**src/rtl/pic_pc_stack_if.sv**
```systemverilog
// Sequencer-side bundle of the program-counter unit: decode controls in,
// program-memory address plus stack status out.
interface pic_pc_stack_if #(
  parameter int PC_W        = 9,
  parameter int STACK_DEPTH = 8
);
  localparam int SP_W = $clog2(STACK_DEPTH + 1);

  logic            en;
  logic [2:0]      op;
  logic [PC_W-1:0] target;
  logic            clr_err;
  logic [PC_W-1:0] pc_out;
  logic [SP_W-1:0] stack_ptr;
  logic            stack_full;
  logic            stack_empty;
  logic            ovf_err;
  logic            unf_err;
  logic            flush;

  // Decode logic side
  modport master (
    output en, op, target, clr_err,
    input  pc_out, stack_ptr, stack_full, stack_empty, ovf_err, unf_err, flush
  );

  // PC unit side
  modport slave (
    input  en, op, target, clr_err,
    output pc_out, stack_ptr, stack_full, stack_empty, ovf_err, unf_err, flush
  );
endinterface

```
**src/rtl/pic_pc_stack.sv**
```systemverilog
// Program-counter sequencer: NEXT/SKIP/GOTO/CALL/RET with a hardware
// return-address stack, sticky overflow/underflow flags and a registered
// flush pulse for the instruction register.
module pic_pc_stack #(
  parameter int              PC_W        = 9,
  parameter int              STACK_DEPTH = 8,
  parameter logic [PC_W-1:0] RESET_VEC   = '0
) (
  input logic          CLK,
  input logic          RST,
  pic_pc_stack_if.slave bus
);
  localparam int SP_W  = $clog2(STACK_DEPTH + 1);
  localparam int IDX_W = (STACK_DEPTH > 1) ? $clog2(STACK_DEPTH) : 1;

  typedef enum logic [2:0] {
    OP_NEXT = 3'd0,
    OP_SKIP = 3'd1,
    OP_GOTO = 3'd2,
    OP_CALL = 3'd3,
    OP_RET  = 3'd4
  } op_e;

  logic [PC_W-1:0]  pc;
  logic [SP_W-1:0]  sp;
  logic             flush_r;
  logic             ovf_r;
  logic             unf_r;
  logic [PC_W-1:0]  stack_mem [STACK_DEPTH];

  op_e              op_dec;
  logic             full;
  logic             empty;
  logic [PC_W-1:0]  pc_inc;
  logic [PC_W-1:0]  pc_inc2;
  logic [IDX_W-1:0] wr_idx;
  logic [IDX_W-1:0] rd_idx;

  logic [PC_W-1:0]  pc_nxt;
  logic [SP_W-1:0]  sp_nxt;
  logic             flush_nxt;
  logic             push;
  logic             ovf_set;
  logic             unf_set;

  assign op_dec  = op_e'(bus.op);
  assign full    = (sp == SP_W'(STACK_DEPTH));
  assign empty   = (sp == '0);
  assign pc_inc  = pc + PC_W'(1);
  assign pc_inc2 = pc + PC_W'(2);
  assign wr_idx  = IDX_W'(sp);
  assign rd_idx  = IDX_W'(sp - SP_W'(1));

  // Next-state decode of the sequencing op; disabled cycles change nothing
  always_comb begin
    pc_nxt    = pc;
    sp_nxt    = sp;
    flush_nxt = 1'b0;
    push      = 1'b0;
    ovf_set   = 1'b0;
    unf_set   = 1'b0;
    if (bus.en) begin
      case (op_dec)
        OP_NEXT: pc_nxt = pc_inc;
        OP_SKIP: begin
          pc_nxt    = pc_inc2;
          flush_nxt = 1'b1;
        end
        OP_GOTO: begin
          pc_nxt    = bus.target;
          flush_nxt = 1'b1;
        end
        OP_CALL: begin
          // A full stack drops the return address but the jump still happens
          pc_nxt    = bus.target;
          flush_nxt = 1'b1;
          if (full) begin
            ovf_set = 1'b1;
          end else begin
            push   = 1'b1;
            sp_nxt = sp + SP_W'(1);
          end
        end
        OP_RET: begin
          // Underflow degrades to a plain increment with no flush
          if (empty) begin
            pc_nxt  = pc_inc;
            unf_set = 1'b1;
          end else begin
            pc_nxt    = stack_mem[rd_idx];
            sp_nxt    = sp - SP_W'(1);
            flush_nxt = 1'b1;
          end
        end
        default: ;
      endcase
    end
  end

  // Return-address storage, intentionally left unreset
  always_ff @(posedge CLK) begin
    if (push) stack_mem[wr_idx] <= pc_inc;
  end

  // PC, stack pointer, flush pulse and sticky error flags
  always_ff @(posedge CLK or posedge RST) begin
    if (RST) begin
      pc      <= RESET_VEC;
      sp      <= '0;
      flush_r <= 1'b0;
      ovf_r   <= 1'b0;
      unf_r   <= 1'b0;
    end else begin
      pc      <= pc_nxt;
      sp      <= sp_nxt;
      flush_r <= flush_nxt;
      ovf_r   <= ovf_set | (ovf_r & ~bus.clr_err);
      unf_r   <= unf_set | (unf_r & ~bus.clr_err);
    end
  end

  assign bus.pc_out      = pc;
  assign bus.stack_ptr   = sp;
  assign bus.stack_full  = full;
  assign bus.stack_empty = empty;
  assign bus.ovf_err     = ovf_r;
  assign bus.unf_err     = unf_r;
  assign bus.flush       = flush_r;
endmodule

```
**src/flat_wrapper.sv**
```systemverilog
// flat-port wrapper written by rule: the top's interface ports become plain ports
module pic_pc_stack_flat 
#(
  parameter int              PC_W        = 9,
  parameter int              STACK_DEPTH = 8,
  parameter logic [PC_W-1:0] RESET_VEC   = '0
)
  (CLK, RST, bus_en, bus_op, bus_target, bus_clr_err, bus_pc_out, bus_stack_ptr, bus_stack_full, bus_stack_empty, bus_ovf_err, bus_unf_err, bus_flush);
  pic_pc_stack_if #(.PC_W(PC_W), .STACK_DEPTH(STACK_DEPTH)) bus_i ();
  input logic CLK;
  input logic RST;
  input wire logic [$bits(bus_i.en)-1:0] bus_en;
  input wire logic [$bits(bus_i.op)-1:0] bus_op;
  input wire logic [$bits(bus_i.target)-1:0] bus_target;
  input wire logic [$bits(bus_i.clr_err)-1:0] bus_clr_err;
  output wire logic [$bits(bus_i.pc_out)-1:0] bus_pc_out;
  output wire logic [$bits(bus_i.stack_ptr)-1:0] bus_stack_ptr;
  output wire logic [$bits(bus_i.stack_full)-1:0] bus_stack_full;
  output wire logic [$bits(bus_i.stack_empty)-1:0] bus_stack_empty;
  output wire logic [$bits(bus_i.ovf_err)-1:0] bus_ovf_err;
  output wire logic [$bits(bus_i.unf_err)-1:0] bus_unf_err;
  output wire logic [$bits(bus_i.flush)-1:0] bus_flush;
  assign bus_i.en = bus_en;
  assign bus_i.op = bus_op;
  assign bus_i.target = bus_target;
  assign bus_i.clr_err = bus_clr_err;
  assign bus_pc_out = bus_i.pc_out;
  assign bus_stack_ptr = bus_i.stack_ptr;
  assign bus_stack_full = bus_i.stack_full;
  assign bus_stack_empty = bus_i.stack_empty;
  assign bus_ovf_err = bus_i.ovf_err;
  assign bus_unf_err = bus_i.unf_err;
  assign bus_flush = bus_i.flush;
  pic_pc_stack #(.PC_W(PC_W), .STACK_DEPTH(STACK_DEPTH), .RESET_VEC(RESET_VEC)) u_core (.CLK(CLK), .RST(RST), .bus(bus_i));
endmodule
```
**config.mk**
```make
export PLATFORM = sky130hd
export DESIGN_NAME = pic_pc_stack_flat
export DESIGN_NICKNAME = d
export VERILOG_FILES = /design/src/rtl/pic_pc_stack_if.sv /design/src/rtl/pic_pc_stack.sv /design/src/flat_wrapper.sv
export SDC_FILE = /design/constraint.sdc
export NUM_CORES = 1
export LEC_CHECK = 0
export CAP_MARGIN = 5
export CORE_MARGIN = 5
export CORE_UTILIZATION = 30
export DETAILED_ROUTE_END_ITERATION = 7
export MAX_ROUTING_LAYER = met4
export RECOVER_POWER = 100
export REMOVE_ABC_BUFFERS = 1
export SLEW_MARGIN = 20
export SYNTH_ARGS = -nofsm -noshare
export SYNTH_HDL_FRONTEND = slang
export SYNTH_SLANG_ARGS = --single-unit
```
**constraint.sdc**
```tcl
create_clock -name CLK -period 6.2 [get_ports CLK]
set_input_delay 1.24 -clock CLK [delete_from_list [all_inputs] [get_ports CLK]]
set_output_delay 1.24 -clock CLK [all_outputs]
set_load 0.1 [all_outputs]
```
**Word level (Yosys, flattened, before mapping)**

Memories as Yosys holds them, arrays and structs flattened.
Index checks and enable logic that the tools add are counted.

- Register bits after elaboration: 16
- Memory bits (writable): 72
- Input port bits: 16
- Output and inout port bits: 18
- Logic and storage cells: 49
- Memories: 1

- Add/subtract/negate cells: 4
- Equality and inequality tests: 7
- Mux-type cells: 19
- Bitwise gates (word level): 5
- Reduce and logical (&&, ||, !) cells: 8

Memories:

| memory | words | bits a word | read ports | clocked after memory_dff | wr ports | RTL line | RTL |
|---|---|---|---|---|---|---|---|
| u_core.stack_mem | 8 | 9 | 1 | 0 | 1 | pic_pc_stack.sv:29 | `logic [PC_W-1:0] stack_mem [STACK_DEPTH];` |

Operators by type and width:

| kind | number |
|---|---|
| 9-bit case mux with 4 select lines | 1 |
| 1-bit 2-to-1 mux | 13 |
| 9-bit by 1-bit adder with 9-bit output (second input constant) | 1 |
| 9-bit by 2-bit adder with 9-bit output (second input constant) | 1 |
| 9-bit 2-to-1 mux | 1 |
| 4-bit 2-to-1 mux | 2 |
| 4-bit case mux with 2 select lines | 1 |
| 3-bit by 2-bit equality test with 1-bit output (second input constant) | 2 |
| 4-bit by 1-bit adder with 4-bit output (second input constant) | 1 |
| 4-bit equality test (second input constant) | 1 |
| 4-bit logical NOT | 1 |
| 2-bit != test (second input constant) | 2 |
| 4-bit AND reduction | 1 |
| 4-bit nonzero test | 1 |
| 4-bit by 1-bit subtractor with 4-bit output (second input constant) | 1 |
| 3-bit by 1-bit equality test with 1-bit output (second input constant) | 1 |
| 3-bit equality test (second input constant) | 1 |
| 3-bit logical NOT | 1 |
| 3-bit OR reduction | 1 |
| 1-bit bitwise AND | 2 |
| 1-bit OR | 2 |
| 1-bit case mux with 2 select lines | 1 |
| 2-bit AND reduction | 1 |
| 2-bit nonzero test | 1 |
| other kinds (2) | 2 |

**Depth between registers and ports, before layout**

Gate-level depths: netlist of run 1.

- Word-level depth: 6
- Mapped depth: 10
- Depth with buffers taken out: 7

**Least setup slack after synthesis of run 1**

No wires, ideal clock.

- Path kind: reg2reg
- From: reg u_core.sp[0], in the netlist u_core.bus.stack_ptr[0]
- To: reg u_core.pc[8], in the netlist u_core.bus.pc_out[8]
- Library setup time: 126 ps
- Arrival: 5310 ps
- Required time: 6074 ps
- Path slack: 764 ps
- Stages on the path, launching flop included: 9
- Buffers on the path: 1
- Clock period less this slack: 5436 ps
- Cells stage by stage: dfrtp_1 > buf_1 > inv_1 > ha_1 > nor3b_1 > nor2_1 > and3_1 > a311o_1 > o32a_1

- Elaborated cells on any way between the ends: 5
- Classes of those cells: 1 x add/sub; 2 x mux; 1 x reduce/logical; 1 x memory

RTL lines:

| item | RTL line | RTL |
|---|---|---|
| start: declaration | pic_pc_stack.sv:25 | `logic [SP_W-1:0] sp;` |
| start signal: assignment | pic_pc_stack.sv:115 | `sp <= sp_nxt;` |
| 4-bit logical NOT | pic_pc_stack.sv:48 | `assign empty = (sp == '0);` |
| net bus_stack_empty | flat_wrapper.sv:19 | `output wire logic [$bits(bus_i.stack_empty)-1:0] bus_stack_empty;` |
| 9-bit 2-to-1 mux | pic_pc_stack.sv:86 | `if (empty) begin` |
| 9-bit case mux with 4 select lines | pic_pc_stack.sv:63 | `case (op_dec)` |
| end signal: assignment | pic_pc_stack.sv:114 | `pc <= pc_nxt;` |
| end: declaration | pic_pc_stack.sv:24 | `logic [PC_W-1:0] pc;` |

The timed path passes the listed nets, and every way through them passes these cells.
A chain may end at the register's enable or synchronous reset.

**Worst setup path in the final report of run 1**

- From: reg u_core.sp[0], in the netlist u_core.bus.stack_ptr[0]
- To: out bus_stack_empty

- Longest elaborated chain between the ends: 1

RTL lines:

| item | RTL line |
|---|---|
| 4-bit logical NOT | pic_pc_stack.sv:48 |
| end: declaration | flat_wrapper.sv:19 |

No other way between the ends.

==> summary.txt, run 1 <==
Global routing
  • Grt total ovfl: 0
  • First-pass GRT wire length: 14790 um
  • Global Route Usage Sum: 12.72%
  • Largest net degree at the start of global routing: 25
  • Vias in the first global route: 2461
  • Initial antenna violation count: 0

Power
  • Reg power frac: 34.1%
  • Clock network fraction of total power: 21.3%
  • PD cells: 523.4 mW/mm^2
  • Switch share: 42.15%
  • P_int: 1.451 mW
  • Max IR drop VDD: 0.1874 mV
  • Gate power share: 44.6%
  • NetSw: 1.057 mW
  • Leakage power: 1.618 nW

Routing
  • Met3 WL: 639 um
  • Initial DRC Count: 262
  • Final wirelength: 9641 um
  • # DRC: 0
  • Antenna viol nets, final: 0
  • Vias/cell: 4.932
  • Met2 WL: 4661 um
  • Top Layer Used: met4
  • Drt first pass iters: 4
  • Vias post-DR: 2397
  • M1 WL: 4234 um
  • DR WL/cell: 19.84 um

Hold path
  • Hold-critical path depth: 2
  • Hold path endpoint: u_core.bus.unf_err$_DFF_PP0_
  • Hold Crit Class: reg2reg
  • Hold path start: u_core.bus.unf_err$_DFF_PP0_

Die
  • Initial Utilization: 30.53%
  • Number of I/O pins: 34
  • DIE WIDTH: 125.9 um
  • Area of the die: 0.01584 sq mm
  • Core Area: 0.01319 sq mm
  • Row count: 42
  • Chip height: 125.9 um

Clock network
  • Worst-path clk slew: 60 ps
  • TritonCTS buffer count: 9
  • H-Tree Depth: 3
  • Clock root buffer: clkbuf_16
  • PostCTS Resize Cnt: 0
  • Clock sinks: 88
  • Setup Buffers After CTS: 0
  • TritonCTS clock tree: yes
  • Clock tree buffer depth: 2
  • Skew-Pair Late Insertion Delay: 330 ps
  • Count of hold-fix buffers inserted at cts: 0

Synth
  • #FFs+latches synth: 88
  • Mean Syn Cell Area: 14.64 sq um
  • Synth unique cells: 50
  • Mapped cell area: 0.004026 sq mm
  • Sequential fraction of the synthesis area: 63.64%
  • Synth Flop Type: edfxtp_1
  • EDFF count, synth: 72
  • YS warnings: 0
  • Post-synth ARST share: 18.18%
  • Gate Count Post-Synth: 275

Layout
  • Area of the multi-input gates: 0.001321 sq mm
  • Reg area: 0.002562 sq mm
  • Share of layout cells above drive strength 1: 12.58%
  • Commonest non-fill, non-tap cells in the layout: edfxtp_1, nor2_1, dlygate4sd3_1, mux4_2, dfrtp_1
  • Area grow syn2layout: 18.99%
  • Most common cell after layout, fill and taps aside: edfxtp_1
  • Design Area, Final: 0.004791 sq mm
  • Layout fillers: 1241
  • Diodes inserted: 0
  • Final layout net count: 325

STA
  • # setup viols final: 0
  • Layout Skew: 8.520 ps
  • Minimum clock period: 4423 ps
  • Worst slew pin tran: 1056 ps
  • Setup TNS: 0 ps
  • Crit share post-route: 71.34%
  • RSZ-0062 raised after global routing: no
  • Final Hold Violating Endpoints: 0
  • Relative slew margins: 29.07%
  • Fmax: 226.1 MHz
  • Max-slew violation count: 0

Critical path
  • R2R Path End: u_core.bus.pc_out[8]$_DFFE_PP0P_
  • Worst r2r src: u_core.bus.stack_ptr[0]$_DFFE_PP0P_
  • Max Fanout on Critical Path: 24
  • Crit path DAT: 3180 ps
  • Crit end category: output port
  • R2R Setup Slk: 3040 ps
  • CP required: 4960 ps
  • Setup crit start kind: flip-flop
  • Number of cells on the worst reg-to-reg path: 8
  • WS Path Type: reg2out

Placement
  • Post-detail-place hpwl: 6780 um
  • Placed cell area: 0.004504 sq mm
  • GP Congestion: 0.8555
  • Number of port buffers: 33

Run status
  • Status: completed

Run
  • Max cap viols: 0
==> logic make-up (layout without fill, tap and decap cells) <==
family	count (synthesis)	after routing	synth area share (%)
buf+inv	29	64	3.480
fa+ha+maj	4	4	1.243
flops	88	88	63.64
xor+xnor	14	14	3.512
compound gates	44	44	7.179
simple gates	68	68	8.298
mux	28	28	12.65
==> sequential cells by signal, indices dropped and copies added, names as in the netlist <==
| name | count |
|---|---|
| u_core.bus.stack_ptr | 4 |
| u_core.bus.flush | 1 |
| u_core.bus.unf_err | 1 |
| u_core.bus.ovf_err | 1 |
| u_core.bus.pc_out | 9 |
| u_core.stack_mem | 72 |
==> Yosys cell counts (2+ instances only) <==
cell / instances / area (sq um)
nor3_1: 5 / 25.02
xor2_1: 8 / 70.07
and3_1: 4 / 25.02
inv_1: 12 / 45.04
o32a_1: 2 / 20.02
buf_1: 3 / 11.26
mux2_2: 3 / 33.78
dfrtp_1: 16 / 400.4
buf_6: 3 / 33.78
o21ai_0: 13 / 65.06
clkbuf_1: 6 / 22.52
nand3_1: 7 / 35.03
nor2_1: 21 / 78.83
mux2i_1: 7 / 70.07
xnor2_1: 5 / 43.79
a21oi_1: 10 / 50.05
a221oi_1: 3 / 26.28
buf_2: 4 / 20.02
mux4_2: 18 / 405.4
edfxtp_1: 72 / 2162
nand2_1: 15 / 56.30
nand4_1: 4 / 25.02
o221ai_1: 2 / 17.52
ha_1: 4 / 50.05
o22ai_1: 3 / 18.77
==> per-layer routing <==
metal,global-route usage (%),vias up
met5,-,-
met2,19.92,82
met4,2.965,0
met3,3.260,10
met1,16.79,1189
li1,-,1116
==> worst max-delay path by stage <==
stage / startpoint / endpoint / slack [ps]
4_1_cts: u_core.bus.stack_ptr[0]$_DFFE_PP0P_ / bus_stack_empty / 1780
2_1_floorplan: u_core.bus.stack_ptr[0]$_DFFE_PP0P_ / u_core.bus.pc_out[8]$_DFFE_PP0P_ / 660
6_report: u_core.bus.stack_ptr[0]$_DFFE_PP0P_ / bus_stack_empty / 1780
3_5_place_dp: u_core.bus.stack_ptr[0]$_DFFE_PP0P_ / bus_stack_empty / 2130
5_1_grt: u_core.bus.stack_ptr[0]$_DFFE_PP0P_ / bus_stack_empty / 1630
3_3_place_gp: u_core.bus.stack_ptr[0]$_DFFE_PP0P_ / bus_stack_empty / 2190
==> through the flow <==
stage / total power, mW / cells / util, % / hold slack [ps] / worst slack, ps
3_3_place_gp: 1.995 / 470 / 34.15 / 521.3 / 2192
5_1_grt: 2.631 / 486 / 36.32 / 553.2 / 1628
2_1_floorplan: 1.671 / 258 / - / 780.1 / 660.0
3_5_place_dp: 2.007 / 470 / 34.15 / 521.5 / 2134
6_report: 2.508 / 486 / 36.32 / 522.9 / 1777
4_1_cts: 2.544 / 486 / 36.40 / 531.2 / 1779
==> power groups by stage <==
stage	logic, mW	clock network, mW	registers [mW]
6_report	1.12	0.535	0.855
5_1_grt	1.19	0.580	0.863
4_1_cts	1.15	0.543	0.856
3_5_place_dp	1.14	0	0.869
3_3_place_gp	1.13	0	0.866
2_1_floorplan	0.544	0	1.13
==> worst max-delay path, stage by stage, from the launching register on <==
cell and delay, ps:
dfrtp_1 360, buf_4 250, inv_1 150, ha_1 310, nor3b_1 490, dlygate4sd3_1 1290
==> cell type report <==
cell class	count	area share (%)
Multi-Input combinational cell	158	27.58
Inverter	12	0.9402
Tap cell	176	4.597
Clock inverter	6	1.410
Timing Repair Buffer	36	7.208
Sequential cell	88	53.49
Clock buffer	10	4.779
No activity file was read; power rests on OpenSTA's default activity.
==> run 2, diff against run 1 <==
==> constraint.sdc (replaced) <==
create_clock -name CLK -period 3.55 [get_ports CLK]
set_input_delay 0.71 -clock CLK [delete_from_list [all_inputs] [get_ports CLK]]
set_output_delay 0.71 -clock CLK [all_outputs]
set_load 0.1 [all_outputs]
==> summary.txt, run 2 (synthesis results as in run 1) <==
Power
  • PD cells: 926.0 mW/mm^2 (was 523.4 mW/mm^2)
  • Leakage power: 1.640 nW (was 1.618 nW)
  • Max IR drop VDD: 0.3057 mV (was 0.1874 mV)

Layout
  • Largest Register: u_core.stack_mem (unchanged)
  • Commonest non-fill, non-tap cells in the layout: edfxtp_1, nor2_1, clkbuf_1, mux4_2, dfrtp_1 (was edfxtp_1, nor2_1, dlygate4sd3_1, mux4_2, dfrtp_1)
  • Area grow syn2layout: 19.70% (was 18.99%)
  • Reg area: 0.002562 sq mm (unchanged)
  • Diodes inserted: 0 (unchanged)
  • Design Area, Final: 0.004820 sq mm (was 0.004791 sq mm)
  • Max FFs per register: 72 (unchanged)
  • Share of layout cells above drive strength 1: 13.40% (was 12.58%)
  • Area of the multi-input gates: 0.001321 sq mm (unchanged)
  • Layout fillers: 1253 (was 1241)
  • Fin cells: 497 (was 486)
  • Most common cell after layout, fill and taps aside: edfxtp_1 (unchanged)
  • Final layout net count: 336 (was 325)

Routing
  • Final wirelength: 9545 um (was 9641 um)
  • DR WL/cell: 19.21 um (was 19.84 um)
  • # DRC: 0 (unchanged)
  • Vias post-DR: 2500 (was 2397)
  • Initial DRC Count: 343 (was 262)
  • Antenna viol nets, final: 0 (unchanged)
  • Vias/cell: 5.030 (was 4.932)
  • Drt first pass iters: 5 (was 4)

Clock network
  • TritonCTS buffer count: 9 (unchanged)
  • H-Tree Depth: 3 (unchanged)
  • Clock root buffer: clkbuf_16 (unchanged)
  • Clock sinks: 88 (unchanged)
  • Worst-path clk slew: 60 ps (about the same)
  • TritonCTS clock tree: yes (unchanged)
  • Skew-Pair Late Insertion Delay: 330 ps (about the same)
  • PostCTS Resize Cnt: 0 (unchanged)
  • Clock tree buffer depth: 2 (unchanged)
  • Setup Buffers After CTS: 0 (unchanged)
  • Count of hold-fix buffers inserted at cts: 0 (unchanged)

STA
  • Crit share post-route: 90.24%
  • Fmax: 312.2 MHz
  • Relative slew margins: 19.92% (was 29.07%)
  • Final Hold Violating Endpoints: 0 (unchanged)
  • Minimum clock period: 3204 ps
  • Worst slew pin tran: 1206 ps (was 1056 ps)
  • Layout Skew: 5.260 ps (was 8.520 ps)
  • RSZ-0062 raised after global routing: no (unchanged)
  • Max-slew violation count: 0 (unchanged)
  • # setup viols final: 0 (unchanged)
  • Setup TNS: 0 ps (unchanged)

Die
  • Area of the die: 0.01584 sq mm (unchanged)
  • Core Area: 0.01319 sq mm (unchanged)
  • Row count: 42 (unchanged)
  • Number of I/O pins: 34 (unchanged)
  • DIE WIDTH: 125.9 um (unchanged)
  • Initial Utilization: 30.53% (unchanged)
  • Chip height: 125.9 um (unchanged)

Placement
  • GP Congestion: 0.8801 (was 0.8555)
  • Placed cell count: 481 (was 470)
  • Placed cell area: 0.004567 sq mm (was 0.004504 sq mm)
  • Number of port buffers: 33 (unchanged)
  • Post-detail-place hpwl: 6507 um (was 6780 um)

Hold path
  • Hold Crit Class: reg2reg (unchanged)

Global routing
  • Largest net degree at the start of global routing: 24 (was 25)
  • Global Route Usage Sum: 12.61% (was 12.72%)
  • Vias in the first global route: 2412 (was 2461)
  • Initial antenna violation count: 0 (unchanged)
  • First-pass GRT wire length: 14710 um (was 14790 um)
  • Grt total ovfl: 0 (unchanged)

Critical path
  • CP required: 3510 ps (was 4960 ps)
  • WS Path Type: in2reg (was reg2out)
  • Max Fanout on Critical Path: 10 (was 24)
  • Setup crit start kind: primary input (was flip-flop)
  • Crit path DAT: 3160 ps (was 3180 ps)
  • Crit end category: flip-flop (was output port)

Run
  • Max cap viols: 0 (unchanged)

Run status
  • Status: completed (unchanged)
==> run 2: changes by cell type in the layout (fill, tap and decap cells not counted), sizes merged, moves of 2 or more <==
cell and change:
clkbuf +20, dlygate4sd3 -14, buf +4, bufinv +2, clkinvlp -2
==> run 2: stage by stage <==
| step | setup WS (ps) | util, % | total power [mW] | hold slack (ps) |
|---|---|---|---|---|
| floorplan | -1990 | - | 2.918 | 623.7 |
| global placement | 523.7 | 34.62 | 3.490 | 524.6 |
| detailed placement | 455.3 | 34.62 | 3.513 | 529.1 |
| CTS | 747.3 | 37.17 | 4.566 | 538.2 |
| global route | 269.7 | 36.54 | 4.666 | 547.7 |
| finish | 346.5 | 36.54 | 4.463 | 529.6 |
==> run 2: layout make-up <==
type                            count  area share, %
Tap cell                          176          4.569
Clock buffer                       10          4.751
Sequential cell                    88          53.17
Timing Repair Buffer               47          6.957
Clock inverter                      6          2.207
Multi-Input combinational cell    158          27.41
Inverter                           12         0.9346
==> run 2: where the power goes <==
group          internal (mW)  total (mW)  leakage [nW]  switching [mW]
clock                  0.685        1.05         0.162           0.367
combinational          0.624        1.91         0.646            1.29
sequential              1.35        1.50         0.833           0.152
total                   2.66        4.46          1.64            1.81
==> run 2: worst max-delay path: stages <==
cell and delay, ps:
dlygate4sd3_1 710, nor2b_1 170, clkbuf_1 370, and4_1 320
nand2_1 130, nor3_1 170, clkbuf_1 580
==> run 2: path summary, 6_finish.rpt <==
path	startpoint	endpoint	slack [ps]	depth (start not counted)
max reg2reg	u_core.bus.stack_ptr[1]$_DFFE_PP0P_	u_core.bus.pc_out[5]$_DFFE_PP0P_	750	8
min	u_core.bus.unf_err$_DFF_PP0_	u_core.bus.unf_err$_DFF_PP0_	530	2
max	bus_op[1]	u_core.stack_mem[0][0]$_DFFE_PP_	350	7
min in group asynchronous	RST	u_core.bus.pc_out[7]$_DFFE_PP0P_	920	2
min reg2reg	u_core.bus.unf_err$_DFF_PP0_	u_core.bus.unf_err$_DFF_PP0_	530	2
max in group asynchronous	RST	u_core.bus.pc_out[5]$_DFFE_PP0P_	2200	2
==> run 2: per-layer routing <==
| metal | GRT usage [%] | vias to the layer above | wire, um |
|---|---|---|---|
| li1 | - | 1143 | - |
| met1 | 17.76 | 1269 | 4418 |
| met2 | 18.44 | 80 | 4436 |
| met3 | 3.133 | 8 | 582 |
| met4 | 3.155 | 0 | 108 |
| met5 | - | - | 0 |
